## config.mk

```make
export PLATFORM = sky130hd
export DESIGN_NAME = lsu_req_ctrl
export DESIGN_NICKNAME = d
export VERILOG_FILES = /design/src/rtl/lsu_req_ctrl.sv
export SDC_FILE = /design/constraint.sdc
export NUM_CORES = 1
export LEC_CHECK = 0
export BUFFER_PORTS_ARGS = -buffer_cell sky130_fd_sc_hd__buf_4
export CAP_MARGIN = 20
export CORE_ASPECT_RATIO = 1.75
export CORE_UTILIZATION = 28
export DETAILED_ROUTE_END_ITERATION = 8
export GPL_TIMING_DRIVEN = 0
export PLACE_DENSITY_LB_ADDON = 0.1
export REMOVE_ABC_BUFFERS = 1
export SLEW_MARGIN = 20
export SYNTH_ARGS = -nofsm -noshare
export SYNTH_HDL_FRONTEND = slang
export SYNTH_SLANG_ARGS = --single-unit
```

## constraint.sdc

```tcl
create_clock -name i_clk -period 1.6 [get_ports i_clk]
set_input_delay 0 -clock i_clk [delete_from_list [all_inputs] [get_ports i_clk]]
set_output_delay 0 -clock i_clk [all_outputs]
set_load 0.02 [all_outputs]
```

## src/rtl/lsu_req_ctrl.sv

```systemverilog
// RV32I load/store request controller driving a single-beat LSU bus.
// Optional WAIT timeout is built only when LSU_REQ_TIMEOUT_EN is defined.
module lsu_req_ctrl #(
    parameter int TIMEOUT_CYC = 4
) (
    input  logic        i_clk,
    input  logic        i_rst,
    input  logic        i_req_vld,
    output logic        o_req_rdy,
    input  logic        i_req_we,
    input  logic [2:0]  i_funct3,
    input  logic [31:0] i_addr,
    input  logic [31:0] i_wdata,
    output logic        o_rsp_vld,
    output logic [31:0] o_rsp_rdata,
    output logic [1:0]  o_rsp_err,
    output logic [31:0] o_lsu_addr,
    output logic [31:0] o_st_data,
    output logic [3:0]  o_st_strb,
    output logic        o_lsu_wren,
    input  logic [31:0] i_ld_data,
    input  logic        i_data_vld
);

    // state | meaning
    // IDLE  | ready for a request; errors are answered from here
    // ISSUE | single bus cycle; stores complete here
    // WAIT  | load issued, waiting for registered LSU valid
    typedef enum logic [1:0] {
        S_IDLE  = 2'd0,
        S_ISSUE = 2'd1,
        S_WAIT  = 2'd2
    } state_t;

    localparam logic [1:0] ERR_OK    = 2'b00;
    localparam logic [1:0] ERR_MISAL = 2'b01;
    localparam logic [1:0] ERR_ILL   = 2'b11;

    state_t      state_q, state_d;
    logic        we_q, we_d;
    logic [2:0]  funct3_q, funct3_d;
    logic [31:0] addr_q, addr_d;
    logic [31:0] wdata_q, wdata_d;
    logic        rsp_vld_q, rsp_vld_d;
    logic [31:0] rsp_rdata_q, rsp_rdata_d;
    logic [1:0]  rsp_err_q, rsp_err_d;
    logic        tmo_hit;

    function automatic logic f3_illegal(input logic we, input logic [2:0] f3);
        logic r;
        if (we) r = (f3 > 3'd2);
        else    r = (f3 == 3'd3) || (f3 == 3'd6) || (f3 == 3'd7);
        return r;
    endfunction

    function automatic logic f3_misaligned(input logic [2:0] f3, input logic [1:0] a);
        logic r;
        r = 1'b0;
        case (f3[1:0])
            2'b01:   r = a[0];
            2'b10:   r = (a != 2'b00);
            default: r = 1'b0;
        endcase
        return r;
    endfunction

    function automatic logic [31:0] ld_extract(input logic [2:0] f3, input logic [31:0] w);
        logic [31:0] r;
        r = '0;
        case (f3)
            3'd0:    r = {{24{w[7]}}, w[7:0]};
            3'd1:    r = {{16{w[15]}}, w[15:0]};
            3'd2:    r = w;
            3'd4:    r = {24'd0, w[7:0]};
            3'd5:    r = {16'd0, w[15:0]};
            default: r = '0;
        endcase
        return r;
    endfunction

    logic [31:0] ld_shifted;
    assign ld_shifted = i_ld_data >> {addr_q[1:0], 3'b000};

`ifdef LSU_REQ_TIMEOUT_EN
    localparam logic [1:0] ERR_TMO = 2'b10;
    localparam int CNT_W = $clog2(TIMEOUT_CYC);

    logic [CNT_W-1:0] tmo_cnt_q, tmo_cnt_d;

    assign tmo_hit = (tmo_cnt_q == CNT_W'(TIMEOUT_CYC - 1));

    // Counter only runs in WAIT, so it self-clears on every exit.
    always_comb begin
        tmo_cnt_d = '0;
        if (state_q == S_WAIT && !i_data_vld && !tmo_hit) begin
            tmo_cnt_d = tmo_cnt_q + 1'b1;
        end
    end

    always_ff @(posedge i_clk) begin
        if (i_rst) tmo_cnt_q <= '0;
        else       tmo_cnt_q <= tmo_cnt_d;
    end
`else
    assign tmo_hit = 1'b0;
`endif

    tmo_param_ok: assert property (@(posedge i_clk) TIMEOUT_CYC >= 2);

    assign o_req_rdy = (state_q == S_IDLE);

    always_comb begin
        state_d     = state_q;
        we_d        = we_q;
        funct3_d    = funct3_q;
        addr_d      = addr_q;
        wdata_d     = wdata_q;
        rsp_vld_d   = 1'b0;
        rsp_rdata_d = '0;
        rsp_err_d   = ERR_OK;

        case (state_q)
            S_IDLE: begin
                if (i_req_vld) begin
                    we_d     = i_req_we;
                    funct3_d = i_funct3;
                    addr_d   = i_addr;
                    wdata_d  = i_wdata;
                    if (f3_illegal(i_req_we, i_funct3)) begin
                        rsp_vld_d = 1'b1;
                        rsp_err_d = ERR_ILL;
                    end else if (f3_misaligned(i_funct3, i_addr[1:0])) begin
                        rsp_vld_d = 1'b1;
                        rsp_err_d = ERR_MISAL;
                    end else begin
                        state_d = S_ISSUE;
                    end
                end
            end
            S_ISSUE: begin
                // i_data_vld here still reflects the idle address 0.
                if (we_q) begin
                    state_d   = S_IDLE;
                    rsp_vld_d = 1'b1;
                end else begin
                    state_d = S_WAIT;
                end
            end
            S_WAIT: begin
                if (i_data_vld) begin
                    state_d     = S_IDLE;
                    rsp_vld_d   = 1'b1;
                    rsp_rdata_d = ld_extract(funct3_q, ld_shifted);
                end else if (tmo_hit) begin
                    state_d   = S_IDLE;
                    rsp_vld_d = 1'b1;
`ifdef LSU_REQ_TIMEOUT_EN
                    rsp_err_d = ERR_TMO;
`endif
                end
            end
            default: state_d = S_IDLE;
        endcase
    end

    always_comb begin
        o_lsu_addr = '0;
        o_st_data  = '0;
        o_st_strb  = '0;
        o_lsu_wren = 1'b0;
        if (state_q == S_ISSUE || state_q == S_WAIT) begin
            o_lsu_addr = {addr_q[31:2], 2'b00};
        end
        if (state_q == S_ISSUE && we_q) begin
            o_lsu_wren = 1'b1;
            case (funct3_q[1:0])
                2'b00: begin
                    o_st_strb = 4'b0001 << addr_q[1:0];
                    o_st_data = {4{wdata_q[7:0]}};
                end
                2'b01: begin
                    o_st_strb = 4'b0011 << addr_q[1:0];
                    o_st_data = {2{wdata_q[15:0]}};
                end
                default: begin
                    o_st_strb = 4'hF;
                    o_st_data = wdata_q;
                end
            endcase
        end
    end

    always_ff @(posedge i_clk) begin
        if (i_rst) begin
            state_q     <= S_IDLE;
            we_q        <= 1'b0;
            funct3_q    <= '0;
            addr_q      <= '0;
            wdata_q     <= '0;
            rsp_vld_q   <= 1'b0;
            rsp_rdata_q <= '0;
            rsp_err_q   <= ERR_OK;
        end else begin
            state_q     <= state_d;
            we_q        <= we_d;
            funct3_q    <= funct3_d;
            addr_q      <= addr_d;
            wdata_q     <= wdata_d;
            rsp_vld_q   <= rsp_vld_d;
            rsp_rdata_q <= rsp_rdata_d;
            rsp_err_q   <= rsp_err_d;
        end
    end

    assign o_rsp_vld   = rsp_vld_q;
    assign o_rsp_rdata = rsp_rdata_q;
    assign o_rsp_err   = rsp_err_q;

endmodule

```

==> metrics.md <==
| Metric | Value |
|---|---|
| Outcome | complete, no violations |
| Most frequent cell after synthesis | nand2_1 |
| Root buffer cell | clkbuf_16 |
| Clk sink count | 105 |
| Worst hold endpoint | o_rsp_rdata[1] |
| Largest net degree at the start of global routing | 73 |
| Worst slew margin | 43.8% |
| Setup TNS | 0 ps |
| Core area | 0.0169 mm^2 |
| Slew @ Worst Pin | 843 ps |
| CP Class | flop to flop |
| Total gr overflow | 0 |
| Post-synth EDFFs | 0 |
| Worst path bufs/invs | 1 |
| F_max | 0.634 GHz |
| Final Hold Fails | 0 |
| Sequential share of the synthesized area | 43.2% |
| WP data arrival | 1800 ps |
| Crit-path cells | mux4_2 > nand3_4 > a21boi_4 > buf_12 > a21oi_1 |
| Die Height | 176 um |
| Proportion of layout cells with a drive suffix above 1 | 33.4% |
| Reg clk slew, reported paths | 80 ps |
| Setup repair after global routing missed its margin | yes |
| Ports | 209 |
| Drt wl/cell | 15.5 um |
| CP max stage cell | mux4_2 |
| CP Launch Type | flop |
| First-pass GRT wire length | 26700 um |
| Nets | 1019 |
| FF-to-FF End | o_rsp_rdata[16] |
| Max IR drop VDD | 480 uV |
| CTS tree | built |
| Post-Syn Area per Cell | 7.69 um^2 |
| Initial Util | 28.7% |
| Worst-skew pair later-pin latency | 340 ps |
| Register bit total from synthesis | 105 |
| Vias in the first global route | 5438 |
| HP Start | i_ld_data[17] |
| YS warnings | 0 |
| RR Startpoint | addr_q[0] |
| DRT Pass-1 Iters | 4 |
| Final clock skew | 12.8 ps |
| GPL Wtd Cong | 0.774 |
| LEAKAGE | 3.51 nW |
| Largest cells by area after synthesis | dfxtp_1 43%, nand2_1 13%, a21oi_1 12% |
| Inserted Diodes | 0 |
| Total track usage | 19.1% |
| Row cnt | 63 |
| Min Tclk post-route | 1580 ps |
| IO Port Bufs | 206 |
| Crit path capture type | flop |
| Worst hold margin | 50.3 ps |
| Area growth syn-to-layout | 67.9% |
| CTS Buf Count | 9 |
| Worst path max stage delay | 550 ps |
| Total power | 6.73 mW |
| Top-area cell type share of the netlist area | 43.2% |
| DRC Markers | 0 |
| Largest area contributor in the netlist | dfxtp_1 |
| Fin crit share | 98.5% |
| Delay-heaviest family, CP | multiplexers |
| DIE AREA | 0.0179 mm^2 |
| WP data required | 1830 ps |
| Post-synth top flop | dfxtp_1 |
| Clock Tree Buf Depth | 2 |
| Synth cell types | 34 |
| Max_cap viols | 0 |
| Synth top cells by count | 169 x nand2_1, 114 x a21oi_1, 105 x dfxtp_1, 39 x and2_1, 38 x clkbuf_1 |
| Post-Route Utilization | 48.2% |
| Routed wire length | 17700 um |
| Die W | 102 um |
| First-iteration detailed-routing DRC count | 147 |
| FFs w/ async S/R, synth | 0% |
| Reg2Reg Setup Slack | 20 ps |
| Setup Viol. Count Final | 0 |
| Reg2reg path depth | 5 |
| CTS H-tree lvls | 3 |
| Antenna Nets Post-Route | 0 |
| Post-Syn Area | 0.00487 mm^2 |
| Vias per inst | 4.63 |
| Pwr dens | 825 mW/mm^2 |
| Gate count of the mapped netlist | 633 |
| Via Count | 5276 |
| Hpwl dp | 11000 um |
| Initial antenna violation count | 0 |
| Worst-path fanout max | 10 |
| Final Slew Violations | 0 |
| Worst hold-check path type | input pin to flop |
| Critical Path Source | addr_q[0] |
| Hold path cells | 3 |
area by class of cell:
type,instances,area [um^2]
Clock buffer,9,225
Sequential cell,105,2120
Inverter,9,33.8
Multi-Input combinational cell,469,2670
Timing Repair Buffer,314,2760
Tap cell,227,284
Fill cell,1745,8780
Clock inverter,7,75.1
logic make-up (layout without fill, tap and decap cells):
group,count (synthesis),after routing,synth area share (%)
AND/OR/NAND/NOR,270,270,24.7
multiplexers,35,35,7.69
flip-flops,105,105,43.2
other,1,2,0.0771
adder cells (fa/ha/maj),7,7,1.80
AO/OA/AOI/OAI,155,155,17.3
buffers and inverters,60,339,5.22
stage by stage:
stage	std cells	setup slack, ps	area (um^2)
global route	1140	-34.2	8170
detailed placement	1020	-817	6610
floorplan	583	-1040	4650
finish	1140	23.9	8170
global placement	1016	-2300	6480
CTS	1129	-18.2	7940
power breakdown:
group	total (mW)	switching [mW]	internal (mW)
Combinational	1.58	0.790	0.788
Clock	2.30	1.07	1.23
Sequential	2.86	0.106	2.75
Total	6.73	1.96	4.77
worst min-delay path, cell delays in order:
cell and delay [ps]:
buf_4 90, a211oi_1 60, a211oi_1 190
timing repair:
| item | 4_1_cts | 5_1_grt |
|---|---|---|
| pin swaps | 4 | 3 |
| endpoints found under the hold margin | 77 | 0 |
| gates cloned | 0 | 2 |
| resized for setup | 23 | 26 |
| setup buffers | 16 | 9 |
| hold buffers | 77 | 0 |
| endpoints found under the setup margin | 103 | 114 |
layout by cell type (no fill, tap or decap), types with 10 or more instances in the layout:
cell             n
buf_4          219
nand2_1        166
a21oi_1         98
dfxtp_1         98
dlygate4sd3_1   77
and2_1          37
nor2_1          32
mux2i_1         25
o21ai_0         19
a21oi_2         16
a211oi_1        14
clkbuf_16       11
and3_1          10
worst max-delay path by stage:
stage	end	slack, ps	depth (start not counted)
2_1_floorplan	o_rsp_rdata[7]	-1040	3
3_3_place_gp	o_rsp_rdata[7]	-2300	3
3_5_place_dp	o_rsp_rdata[29]	-820	4
4_1_cts	o_st_data[27]	-20	5
5_1_grt	o_rsp_rdata[26]	-30	5
6_report	o_rsp_rdata[16]	20	5
routing by layer:
layer	vias up	part of all wire, %	track usage [%]
met5	-	0	0
met3	7	5.4	3.84
li1	2638	-	-
met1	2468	39	20.0
met4	0	0.95	5.43
met2	163	55	37.2
registers in the layout, summed over array words and instances, names as in the netlist:
signal / flops
addr_q: 32
o_rsp_vld: 1
wdata_q: 32
o_rsp_rdata: 32
state_q: 2
o_rsp_err: 2
funct3_q: 3
we_q: 1
Power figures use the tool's default switching activity.
